[src/rtl/y_mux_pkg.sv]
// Shared definitions for the y_mux_arb arbitrating multiplexer:
// grant-mode encodings and a small index helper.
package y_mux_pkg;

    localparam logic [1:0] MODE_DIRECT = 2'd0;
    localparam logic [1:0] MODE_PRIO   = 2'd1;
    localparam logic [1:0] MODE_RR     = 2'd2;

    // Successor of channel index g in a ring of n channels.
    function automatic int next_idx(input int g, input int n);
        return (g + 1 >= n) ? 0 : g + 1;
    endfunction

endpackage

[src/rtl/y_mux_arb_if.sv]
// Producer/consumer bundle of y_mux_arb: NCH input streams, arbitration
// controls and the single merged output stream.
interface y_mux_arb_if #(
    parameter int W   = 32,
    parameter int NCH = 4
);
    localparam int SELW = $clog2(NCH);

    logic [1:0]       mode;
    logic [SELW-1:0]  sel;
    logic [NCH*W-1:0] in_data;
    logic [NCH-1:0]   in_valid;
    logic [NCH-1:0]   in_ready;
    logic [W-1:0]     out_data;
    logic [SELW-1:0]  out_chan;
    logic             out_valid;
    logic             out_ready;

    modport master (
        output mode, sel, in_data, in_valid, out_ready,
        input  in_ready, out_data, out_chan, out_valid
    );

    modport slave (
        input  mode, sel, in_data, in_valid, out_ready,
        output in_ready, out_data, out_chan, out_valid
    );

endinterface

[src/rtl/y_rr_pick.sv]
// Rotating priority picker: first requesting channel at or after start,
// wrapping from NCH-1 back to 0.
module y_rr_pick #(
    parameter  int NCH  = 4,
    localparam int SELW = $clog2(NCH)
) (
    input  logic [NCH-1:0]  req,
    input  logic [SELW-1:0] start,
    output logic [SELW-1:0] gnt_idx,
    output logic            gnt_any
);

    logic [NCH-1:0] rot;
    int             off;

    // rot[k] is the request k positions after start.
    always_comb begin
        rot = '0;
        for (int k = 0; k < NCH; k++) begin
            rot[k] = req[(int'(start) + k) % NCH];
        end
    end

    always_comb begin
        gnt_any = 1'b0;
        off     = 0;
        for (int k = NCH - 1; k >= 0; k--) begin
            if (rot[k]) begin
                gnt_any = 1'b1;
                off     = k;
            end
        end
        gnt_idx = SELW'((int'(start) + off) % NCH);
    end

endmodule

[src/rtl/y_mux_arb.sv]
// NCH-channel arbitrating multiplexer with a one-entry registered output;
// grant by direct select, fixed priority or round-robin.
module y_mux_arb
    import y_mux_pkg::*;
#(
    parameter int W   = 32,
    parameter int NCH = 4
) (
    input logic         clk,
    input logic         rst_n,
    y_mux_arb_if.slave  bus
);

    localparam int SELW = $clog2(NCH);

    logic [W-1:0]    data_p0;
    logic [SELW-1:0] chan_p0;
    logic            vld_p0;
    logic [SELW-1:0] ptr;

    logic            load_en;
    logic            grant_valid;
    logic            xfer;
    logic [SELW-1:0] g;
    logic [SELW:0]   sel_ext;
    logic [SELW-1:0] prio_idx;
    logic            prio_any;
    logic [SELW-1:0] rr_idx;
    logic            rr_any;

    y_rr_pick #(.NCH(NCH)) u_prio (
        .req     (bus.in_valid),
        .start   ('0),
        .gnt_idx (prio_idx),
        .gnt_any (prio_any)
    );

    y_rr_pick #(.NCH(NCH)) u_rr (
        .req     (bus.in_valid),
        .start   (ptr),
        .gnt_idx (rr_idx),
        .gnt_any (rr_any)
    );

    assign sel_ext = {1'b0, bus.sel};
    assign load_en = !vld_p0 || bus.out_ready;

    // Mode mux: modes 2 and 3 both select round-robin.
    always_comb begin
        g           = '0;
        grant_valid = 1'b0;
        case (bus.mode)
            MODE_DIRECT: begin
                g           = bus.sel;
                grant_valid = (sel_ext < (SELW + 1)'(NCH)) && bus.in_valid[bus.sel];
            end
            MODE_PRIO: begin
                g           = prio_idx;
                grant_valid = prio_any;
            end
            default: begin
                g           = rr_idx;
                grant_valid = rr_any;
            end
        endcase
    end

    assign xfer = load_en && grant_valid;

    always_comb begin
        bus.in_ready = '0;
        if (rst_n && xfer) begin
            bus.in_ready[g] = 1'b1;
        end
    end

    // Output register stage; ptr advances past whichever channel transferred.
    always_ff @(posedge clk or negedge rst_n) begin
        if (!rst_n) begin
            vld_p0  <= 1'b0;
            data_p0 <= '0;
            chan_p0 <= '0;
            ptr     <= '0;
        end else if (xfer) begin
            vld_p0  <= 1'b1;
            data_p0 <= bus.in_data[int'(g)*W +: W];
            chan_p0 <= g;
            ptr     <= SELW'(next_idx(int'(g), NCH));
        end else if (load_en) begin
            vld_p0  <= 1'b0;
        end
    end

    assign bus.out_data  = data_p0;
    assign bus.out_chan  = chan_p0;
    assign bus.out_valid = vld_p0;

endmodule

[src/flat_wrapper.sv]
// flat-port wrapper written by rule: the top's interface ports become plain ports
module y_mux_arb_flat import y_mux_pkg::*;
#(
    parameter int W   = 32,
    parameter int NCH = 4
)
  (clk, rst_n, bus_mode, bus_sel, bus_in_data, bus_in_valid, bus_out_ready, bus_in_ready, bus_out_data, bus_out_chan, bus_out_valid);
  y_mux_arb_if #(.W(W), .NCH(NCH)) bus_i ();
  input logic clk;
  input logic rst_n;
  input wire logic [$bits(bus_i.mode)-1:0] bus_mode;
  input wire logic [$bits(bus_i.sel)-1:0] bus_sel;
  input wire logic [$bits(bus_i.in_data)-1:0] bus_in_data;
  input wire logic [$bits(bus_i.in_valid)-1:0] bus_in_valid;
  input wire logic [$bits(bus_i.out_ready)-1:0] bus_out_ready;
  output wire logic [$bits(bus_i.in_ready)-1:0] bus_in_ready;
  output wire logic [$bits(bus_i.out_data)-1:0] bus_out_data;
  output wire logic [$bits(bus_i.out_chan)-1:0] bus_out_chan;
  output wire logic [$bits(bus_i.out_valid)-1:0] bus_out_valid;
  assign bus_i.mode = bus_mode;
  assign bus_i.sel = bus_sel;
  assign bus_i.in_data = bus_in_data;
  assign bus_i.in_valid = bus_in_valid;
  assign bus_i.out_ready = bus_out_ready;
  assign bus_in_ready = bus_i.in_ready;
  assign bus_out_data = bus_i.out_data;
  assign bus_out_chan = bus_i.out_chan;
  assign bus_out_valid = bus_i.out_valid;
  y_mux_arb #(.W(W), .NCH(NCH)) u_core (.clk(clk), .rst_n(rst_n), .bus(bus_i));
endmodule
[config.mk]
export PLATFORM = sky130hd
export DESIGN_NAME = y_mux_arb_flat
export DESIGN_NICKNAME = d
export VERILOG_FILES = /design/src/rtl/y_mux_pkg.sv /design/src/rtl/y_mux_arb_if.sv /design/src/rtl/y_rr_pick.sv /design/src/rtl/y_mux_arb.sv /design/src/flat_wrapper.sv
export SDC_FILE = /design/constraint.sdc
export NUM_CORES = 1
export LEC_CHECK = 0
export ABC_AREA = 1
export CORE_MARGIN = 2
export CORE_UTILIZATION = 43
export CTS_CLUSTER_SIZE = 40
export DETAILED_ROUTE_END_ITERATION = 12
export GPL_TIMING_DRIVEN = 0
export PLACE_DENSITY = 0.91
export REMOVE_ABC_BUFFERS = 1
export SLEW_MARGIN = 10
export SYNTH_ARGS = -nofsm -noshare
export SYNTH_HDL_FRONTEND = slang
export SYNTH_HIERARCHICAL = 1
export SYNTH_SLANG_ARGS = --single-unit
[constraint.sdc]
create_clock -name clk -period 3.3 [get_ports clk]
set_input_delay 0.66 -clock clk [delete_from_list [all_inputs] [get_ports clk]]
set_output_delay 0.66 -clock clk [all_outputs]
set_load 0.01 [all_outputs]
==> qor.csv, run 1 <==
stage,metric,value,unit
clocking,cts_made_buffers,5,
outcome,status,"finished, violations left",
synthesis,synth_area_leader_cell,nand2_1,
timing,report.final.slew_viol_count,0,
final_layout,fin_cells,983,
die,die_area,9760,um2
die,fp.dieW,98.8,um
final_layout,area_growth_syn_to_layout,58.6,%
grt,grt_remaining_overflow,0,
die,row_count,34,
setup_path,crit_arrival,2.79,ns
synthesis,synthTopCellsByArea,"nand2_1 27%, dfrtp_1 24%, inv_1 14%",
clocking,cts_root_buf,clkbuf_8,
final_layout,nFillCells,713,
placement,place_inst,954,
final_layout,final_nets,1020,
clocking,clk_latency,0.28,ns
die,start_util,44.3,%
timing,setup_viol,4,
setup_path,worstPathRequired,2.64,ns
final_layout,final_util,70.3,%
timing,setup_tns,-0.475,ns
power_and_ir_drop,ir_worst_vdd,0.000405,V
grt,grt_max_degree,38,
clocking,path_clk_slew,0.08,ns
clocking,cts.sinks,37,
detailed_routing,drtIter0Drc,232,
clocking,cts-htree-levels,2,
setup_path,r2r-start,u_core/ptr[0]$_DFFE_PN0N_,
detailed_routing,drc,0,
clocking,ctsHoldBuffers,0,
detailed_routing,num_vias,5002,
grt,antenna_found_initial,0,
setup_path,end_kind,primary output,
setup_path,critPathLaunchType,flip-flop,
synthesis,seq_area_frac_synth,24.0,%
timing,relSlewSlack,43.2,%
synthesis,synth.avg_cell_area,5.55,um2
setup_path,crit_type,flip-flop to primary output,
setup_path,crit_family,simple AND/OR/NAND/NOR gates,
timing,max_freq,290,MHz
detailed_routing,post_drt_wl_per_cell,14.4,um
placement,place.gp.congestion,0.905,
placement,port_buffers,177,
synthesis,synth_top_area_share,27.1,%
power_and_ir_drop,power.total,0.00456,W
placement,dp_hpwl,8830,um
timing,fin_worst_skew,0.00440,ns
synthesis,syn_inst,697,
flow_run,max_cap_violations,0,
outcome,violations,setup timing,
grt,first_global_vias,4784,
detailed_routing,ant_nets,0,
synthesis,ys_ff_latch,37,
setup_path,slowest_delay,0.49,ns
timing,rsz0062_at_grt,yes,
timing,worstMarginPinSlew,0.851,ns
timing,finalCritPeriodShare,104,%
clocking,clockBufferDepth,2,
synthesis,syn_area,3860,um2
die,ios,178,
die,core_area,8720,um2
setup_path,slowest_stage,dfrtp_2,
synthesis,yosys_warnings,6,
timing,hold_viol,0,
setup_path,path_common_cell,nand2_2,
synthesis,ys_types,26,
detailed_routing,vias_per_cell,5.09,
setup_path,critPathBufInv,5,
final_layout,num_antenna_cells,0,
power_and_ir_drop,power_leakage,3.44,nW
hold_path,hold_class,input port to asynchronous set/reset pin,
timing,min_period,3.45,ns
die,die_height,98.8,um
grt,grt_usage,28.7,%
detailed_routing,first_pass_iters,4,
detailed_routing,routed_wl,14200,um
setup_path,cp-startpoint,u_core/ptr[0]$_DFFE_PN0N_,
setup_path,crit_chain,"clkinv_4, nand2_2, nand2_2, nand2_2, nand2_2, inv_2, a21oi_2, ha_2, xor2_2, inv_1, nand3_2, nand2_2, or2_4, nand2_4, nor2_4, ha_2, inv_2, nor2_1, buf_2",
placement,place_ws,-1.82,ns
grt,grt_pass1_wl,22700,um
setup_path,crit_fanout,8,
timing,timing.final.ws_setup,-0.145,ns
clocking,cts_tree,yes,
final_layout,drive_gt1_share,11.8,%
setup_path,cp_num_cells,19,
power_and_ir_drop,pwr_density_cell,745,nW/um2
setup_path,ff2ff_path_depth,16,
## metrics by stage
stage	cell area, um2	hold slack [ns]
final	6130	0.177
after global routing	6130	0.170
after floorplan	3670	0.364
after global placement	5580	0.461
after CTS	6070	0.169
after detailed placement	5780	0.464
## per-layer routing
| metal | wire, um | part of all wire [%] | up-vias | GRT usage [%] |
|---|---|---|---|---|
| li1 | - | - | 2471 | - |
| met1 | 5520 | 39 | 2215 | 35.4 |
| met2 | 6840 | 48 | 269 | 48.1 |
| met3 | 1340 | 9.4 | 47 | 6.81 |
| met4 | 492 | 3.5 | 0 | 11.7 |
| met5 | 0 | 0 | - | 0 |
## layout by cell type, fill, tap and decap left out, types with 3 or more instances in the layout
cell             Yosys  routed
buf_2               29       8
nor2_4               2       3
nand2_2              8      18
ha_2                 0       3
inv_2                7      14
nand3_1             77      74
nand3_4              0       3
nand4_1             64      64
inv_1              149     140
nand2_1            279     266
dfrtp_1             37      35
clkdlybuf4s50_1      0     167
nor2_1               6       6
conb_1               1       8
buf_4                2      17
nand3_2              2       6
buf_12               0       3
clkbuf_8             0       6
## worst register-to-register path, cell delays in order, from the launching register on
cell and delay [ns]:
dfrtp_2 0.48, clkinv_4 0.13, nand2_2 0.08, nand2_2 0.08, nand2_2 0.06, nand2_2 0.07, inv_2 0.06, a21oi_2 0.05
ha_2 0.30, inv_1 0.08, nand2_8 0.21, nand3_2 0.73, nand2_1 0.24, nand3_1 0.10, nand2_1 0.07, nand2_1 0.06
nand2_1 0.08
## state kept, by name, indices dropped and copies added, names as in the netlist
name                  flops
u_core/bus.out_chan       2
u_core/bus.out_data      32
u_core/bus.out_valid      1
u_core/ptr                2
## final timing paths
path | endpoint | slack, ns
worst max-delay path | bus_in_ready[3] | -0.15
max in group asynchronous | u_core/ptr[0]$_DFFE_PN0N_ | 2.71
worst min-delay path | u_core/bus.out_data[21]$_DFFE_PN0N_ | 0.18
min in group clk | u_core/bus.out_data[2]$_DFFE_PN0N_ | 0.48
worst min register to register | u_core/bus.out_data[2]$_DFFE_PN0N_ | 0.48
worst max register to register | u_core/bus.out_data[8]$_DFFE_PN0N_ | 0.35
## cell usage after synthesis
library cell and number:
nand2_1 279, nand3_2 2, buf_6 2, o21ai_0 2
buf_4 2, o21ai_1 1, nand3b_1 1, nand3_1 77
clkbuf_1 10, nand2_2 8, conb_1 1, nor2_2 2
or2_1 1, ha_1 7, or2_0 1, inv_1 149
a21oi_1 2, xor2_1 2, dfrtp_1 37, inv_2 7
nor2_4 2, nand4_1 64, inv_4 2, o22ai_1 1
buf_2 29, nor2_1 6
## kinds of logic (layout without fill, tap and decap cells)
family                   Yosys count  in the layout  share of synthesized area, %
XOR/XNOR                           2              2                         0.453
flip-flops                        37             37                          24.0
AO/OA/AOI/OAI                      6              6                         0.809
buffers and inverters            201            367                          21.2
other                              1              8                        0.0970
adder cells (fa/ha/maj)            7              7                          2.27
AND/OR/NAND/NOR                  443            448                          51.2
## cell type report
class	count	area, um2	area share [%]
repair buffers	201	2000	32.6
clock buffers	7	86.3	1.41
clock inverters	1	30.0	0.490
well taps	108	135	2.20
inverters	158	611	9.96
flip-flops and latches	37	928	15.1
multi-input cells	471	2340	38.2
## power by group
part	switching, W	total (W)	leakage, nW	internal [W]
sequential	0.000148	0.000832	0.447	0.000684
clock	0.000165	0.000412	0.0585	0.000247
combinational	0.00191	0.00332	2.94	0.00141
total	0.00222	0.00456	3.44	0.00234
## timing repair
item | CTS | global route
buffers inserted | 16 | 2
cloned | 5 | 0
resized for setup | 65 | 16
pin swaps | 15 | 15
endpoints found under the setup margin | 40 | 4
Power figures use the tool's default switching activity.
==> run 2: changes to the inputs <==
--- a/config.mk
+++ b/config.mk
@@ -5,13 +5,13 @@
 export SDC_FILE = /design/constraint.sdc
 export NUM_CORES = 1
 export LEC_CHECK = 0
-export ABC_AREA = 1
+export ABC_AREA = 0
 export CORE_MARGIN = 2
-export CORE_UTILIZATION = 43
+export CORE_UTILIZATION = 37
 export CTS_CLUSTER_SIZE = 40
 export DETAILED_ROUTE_END_ITERATION = 12
 export GPL_TIMING_DRIVEN = 0
-export PLACE_DENSITY = 0.91
+export PLACE_DENSITY = 0.86
 export REMOVE_ABC_BUFFERS = 1
 export SLEW_MARGIN = 10
 export SYNTH_ARGS = -nofsm -noshare
==> constraint.sdc (replaced) <==
create_clock -name clk -period 2.9 [get_ports clk]
set_input_delay 0.58 -clock clk [delete_from_list [all_inputs] [get_ports clk]]
set_output_delay 0.58 -clock clk [all_outputs]
set_load 0.01 [all_outputs]
==> run 2 against run 1 <==
  * The flow still finishes with violations (setup timing)
  * Global-route usage fell by 1.9 points
  * Critical path depth fell by 4
  * Register-to-register slack got worse by 0.27 ns
  * Sequential share of layout area rose by 0.36 points
  * Non-clock buffer count rose by 12
  * Clock skew rose by 0.00050 ns
  * Cell area fell by 2.4%
  * Synthesized cell count fell by 49%
  * First-iteration DRC count fell by 6.0%
  * Largest cell class unchanged
  * Highest routed layer unchanged
  * Combinational power rose by 7.8%
  * Power rose by 7.3%
  * Utilization fell by 5.6 points
==> qor.csv, run 2 <==
stage,metric,value,unit,change
setup_path,crit_type,input port to primary output,,
final_layout,final_util,64.7,%,-5.6 points
outcome,violations,setup timing,,
detailed_routing,drtIter0Drc,218,,-6.0%
grt,grt_max_degree,39,,+2.6%
detailed_routing,ant_nets,0,,unchanged
synthesis,yosys-top-cells-count,"64 x and2_1, 37 x dfrtp_1, 34 x a221oi_1, 34 x o21ai_0, 33 x o31ai_2",,
hold_path,hold_class,input port to asynchronous set/reset pin,,
grt,antenna_found_initial,0,,unchanged
clocking,ctsHoldBuffers,0,,unchanged
synthesis,synth_area_leader_cell,dfrtp_1,,
die,start_util,38.2,%,-6.1 points
synthesis,synth_top_family_by_area,compound AO/OA/AOI/OAI gates,,
detailed_routing,num_vias,3907,,-22%
grt,grt_usage,26.8,%,-1.9 points
clocking,cts_made_buffers,5,,unchanged
synthesis,synthTopCellsByArea,"dfrtp_1 26%, a221oi_2 13%, o31ai_2 12%",,
placement,dp_hpwl,8190,um,-7.3%
die,ios,178,,unchanged
timing,min_period,3.25,ns,
synthesis,seq_area_frac_synth,26.2,%,+2.3 points
detailed_routing,vias_per_cell,5.77,,+13%
detailed_routing,post_drt_wl_per_cell,21.2,um,+47%
synthesis,synth-edff-count,0,,unchanged
setup_path,crit_fanout,13,,+5
synthesis,ys_types,42,,+62%
final_layout,layout_commonest_cell,clkdlybuf4s50_1,,
grt,first_global_vias,4027,,-16%
timing,finalCritPeriodShare,112,%,
synthesis,postSynth.asyncResetShare,100,%,unchanged
timing,setup_tns,-1.38,ns,-0.908 ns
final_layout,mostFrequentLayoutCells,"167 x clkdlybuf4s50_1, 64 x and2_1, 36 x a221oi_2, 36 x dfrtp_1, 34 x o21ai_0",,
die,core_area,9240,um2,+6.0%
synthesis,ys.flop_type,dfrtp_1,,
placement,place_inst,634,,-34%
synthesis,synth_compound_area_share,42.4,%,+42 points
setup_path,critPathLaunchType,input port,,
timing,setup_viol,4,,unchanged
die,die_area,10300,um2,+5.9%
placement,place.gp.congestion,0.805,,-11%
timing,relSlewSlack,61.6,%,+18 points
setup_path,crit_arrival,2.67,ns,-0.12 ns
final_layout,num_antenna_cells,0,,unchanged
clocking,clockBufferDepth,2,,unchanged
final_layout,fin_cells,677,,-31%
timing,timing.final.ws_setup,-0.353,ns,-0.208 ns
timing,rsz0062_at_grt,yes,,
final_layout,largest_reg_flops,32,,unchanged
synthesis,syn_area,3530,um2,-8.7%
synthesis,synth_top_area_share,26.2,%,-0.86 points
timing,worstMarginPinSlew,0.577,ns,-0.274 ns
power_and_ir_drop,power_leakage,2.26,nW,-34%
grt,grt_remaining_overflow,0,,unchanged
synthesis,yosys-mux-area-fraction,2.41,%,+2.4 points
clocking,clk_latency,0.28,ns,about the same
synthesis,ys_ff_latch,37,,unchanged
detailed_routing,first_pass_iters,5,,+1
outcome,status,"finished, violations left",,
setup_path,ff2ff_path_depth,13,,-3
detailed_routing,routed_wl,14300,um,+1.1%
synthesis,yosysMostFrequentCell,and2_1,,
synthesis,yosys.area_share.adder,2.48,%,+0.22 points
final_layout,drive_gt1_share,29.0,%,+17 points
synthesis,synth-simple-area-share,16.7,%,-35 points
setup_path,worstPathRequired,2.32,ns,-0.32 ns
synthesis,synth.avg_cell_area,9.97,um2,+80%
synthesis,synth_xor_area_share,0.993,%,+0.54 points
timing,max_freq,307,MHz,
timing,hold_viol,0,,unchanged
flow_run,max_cap_violations,0,,unchanged
power_and_ir_drop,pwr_density_cell,819,nW/um2,+10%
placement,port_buffers,177,,unchanged
die,row_count,35,,+2.9%
timing,fin_worst_skew,0.00490,ns,+0.000502 ns
die,die_height,102,um,+2.9%
timing,report.final.slew_viol_count,0,,unchanged
die,fp.dieW,102,um,+2.9%
grt,grt_pass1_wl,21300,um,-6.3%
clocking,cts-htree-levels,2,,unchanged
setup_path,end_kind,primary output,,
clocking,cts_root_buf,clkbuf_8,,
clocking,path_clk_slew,0.08,ns,about the same
clocking,cts.sinks,37,,unchanged
final_layout,area_growth_syn_to_layout,69.4,%,
clocking,cts_tree,yes,,
synthesis,yosys_warnings,6,,unchanged
power_and_ir_drop,ir_worst_vdd,0.000387,V,-4.5%
detailed_routing,drc,0,,unchanged
synthesis,syn_inst,354,,-49%
final_layout,final_nets,693,,-32%
==> run 2: worst paths after layout <==
path	start	end	slack [ns]
min in group clk	u_core/bus.out_chan[0]$_DFFE_PN0N_	u_core/bus.out_chan[0]$_DFFE_PN0N_	0.53
hold / removal	rst_n	u_core/bus.out_data[0]$_DFFE_PN0N_	0.23
setup reg to reg	u_core/ptr[1]$_DFFE_PN0N_	u_core/bus.out_data[13]$_DFFE_PN0N_	0.08
max in group asynchronous	rst_n	u_core/ptr[1]$_DFFE_PN0N_	2.15
hold reg to reg	u_core/bus.out_chan[0]$_DFFE_PN0N_	u_core/bus.out_chan[0]$_DFFE_PN0N_	0.53
setup / recovery	bus_in_valid[1]	bus_in_ready[1]	-0.35
==> run 2: cells by family after synthesis <==
kind of cell	after synthesis
fa+ha+maj	7
other cells	1
mux	6
buf+inv	44
xor+xnor	4
flops	37
compound gates	155
simple gates	100
==> run 2: power by group <==
group	internal, W	switching [W]
sequential	0.000763	0.000138
combinational	0.00178	0.00180
clock	0.000215	0.000198
==> run 2: per-layer routing <==
metal | share of wire, % | vias up | track usage, %
met5 | 0 | - | 0
met4 | 2.1 | 0 | 8.52
met1 | 40 | 1924 | 33.0
met3 | 7.3 | 22 | 5.52
li1 | - | 1761 | -
met2 | 51 | 200 | 46.8
==> run 2: layout make-up <==
class | instances | area [um2]
Clock inverter | 1 | 5.00
Clock buffer | 7 | 96.3
Inverter | 4 | 43.8
Fill cell | 720 | 3260
Multi-Input combinational cell | 283 | 2530
Timing Repair inverter | 3 | 35.0
Timing Repair Buffer | 213 | 2190
Sequential cell | 37 | 927
Tap cell | 129 | 161
==> run 2: timing repair <==
item                                    in CTS  in global routing
hold endpoints to repair                     0                  0
pin swaps                                   10                  9
endpoints found under the setup margin      40                 36
setup buffers                               20                  8
cloned                                       7                  1
resized for setup                           77                 18
==> run 2: per-stage QoR <==
| step | setup slack (ns) | total power (W) | instance area [um2] | hold WS [ns] |
|---|---|---|---|---|
| after floorplan | -1.61 | 0.00252 | 3270 | 0.284 |
| after global placement | -3.57 | 0.00353 | 5200 | 0.498 |
| after detailed placement | -2.49 | 0.00373 | 5360 | 0.508 |
| after CTS | -0.400 | 0.00468 | 5820 | 0.238 |
| after global routing | -0.449 | 0.00517 | 5980 | 0.244 |
| final | -0.353 | 0.00490 | 5980 | 0.232 |
==> run 2: critical path, cell delays in order <==
cell and delay [ns]:
buf_4 0.17, nor2_1 0.19, nand2_1 0.08, o211ai_1 0.10, o21a_1 0.15, ha_2 0.18, xnor2_2 0.11, xnor2_1 0.14
nand2_1 0.12, o21ai_4 0.13, buf_6 0.17, inv_12 0.05, ha_1 0.20, and3_1 0.17, buf_2 0.14
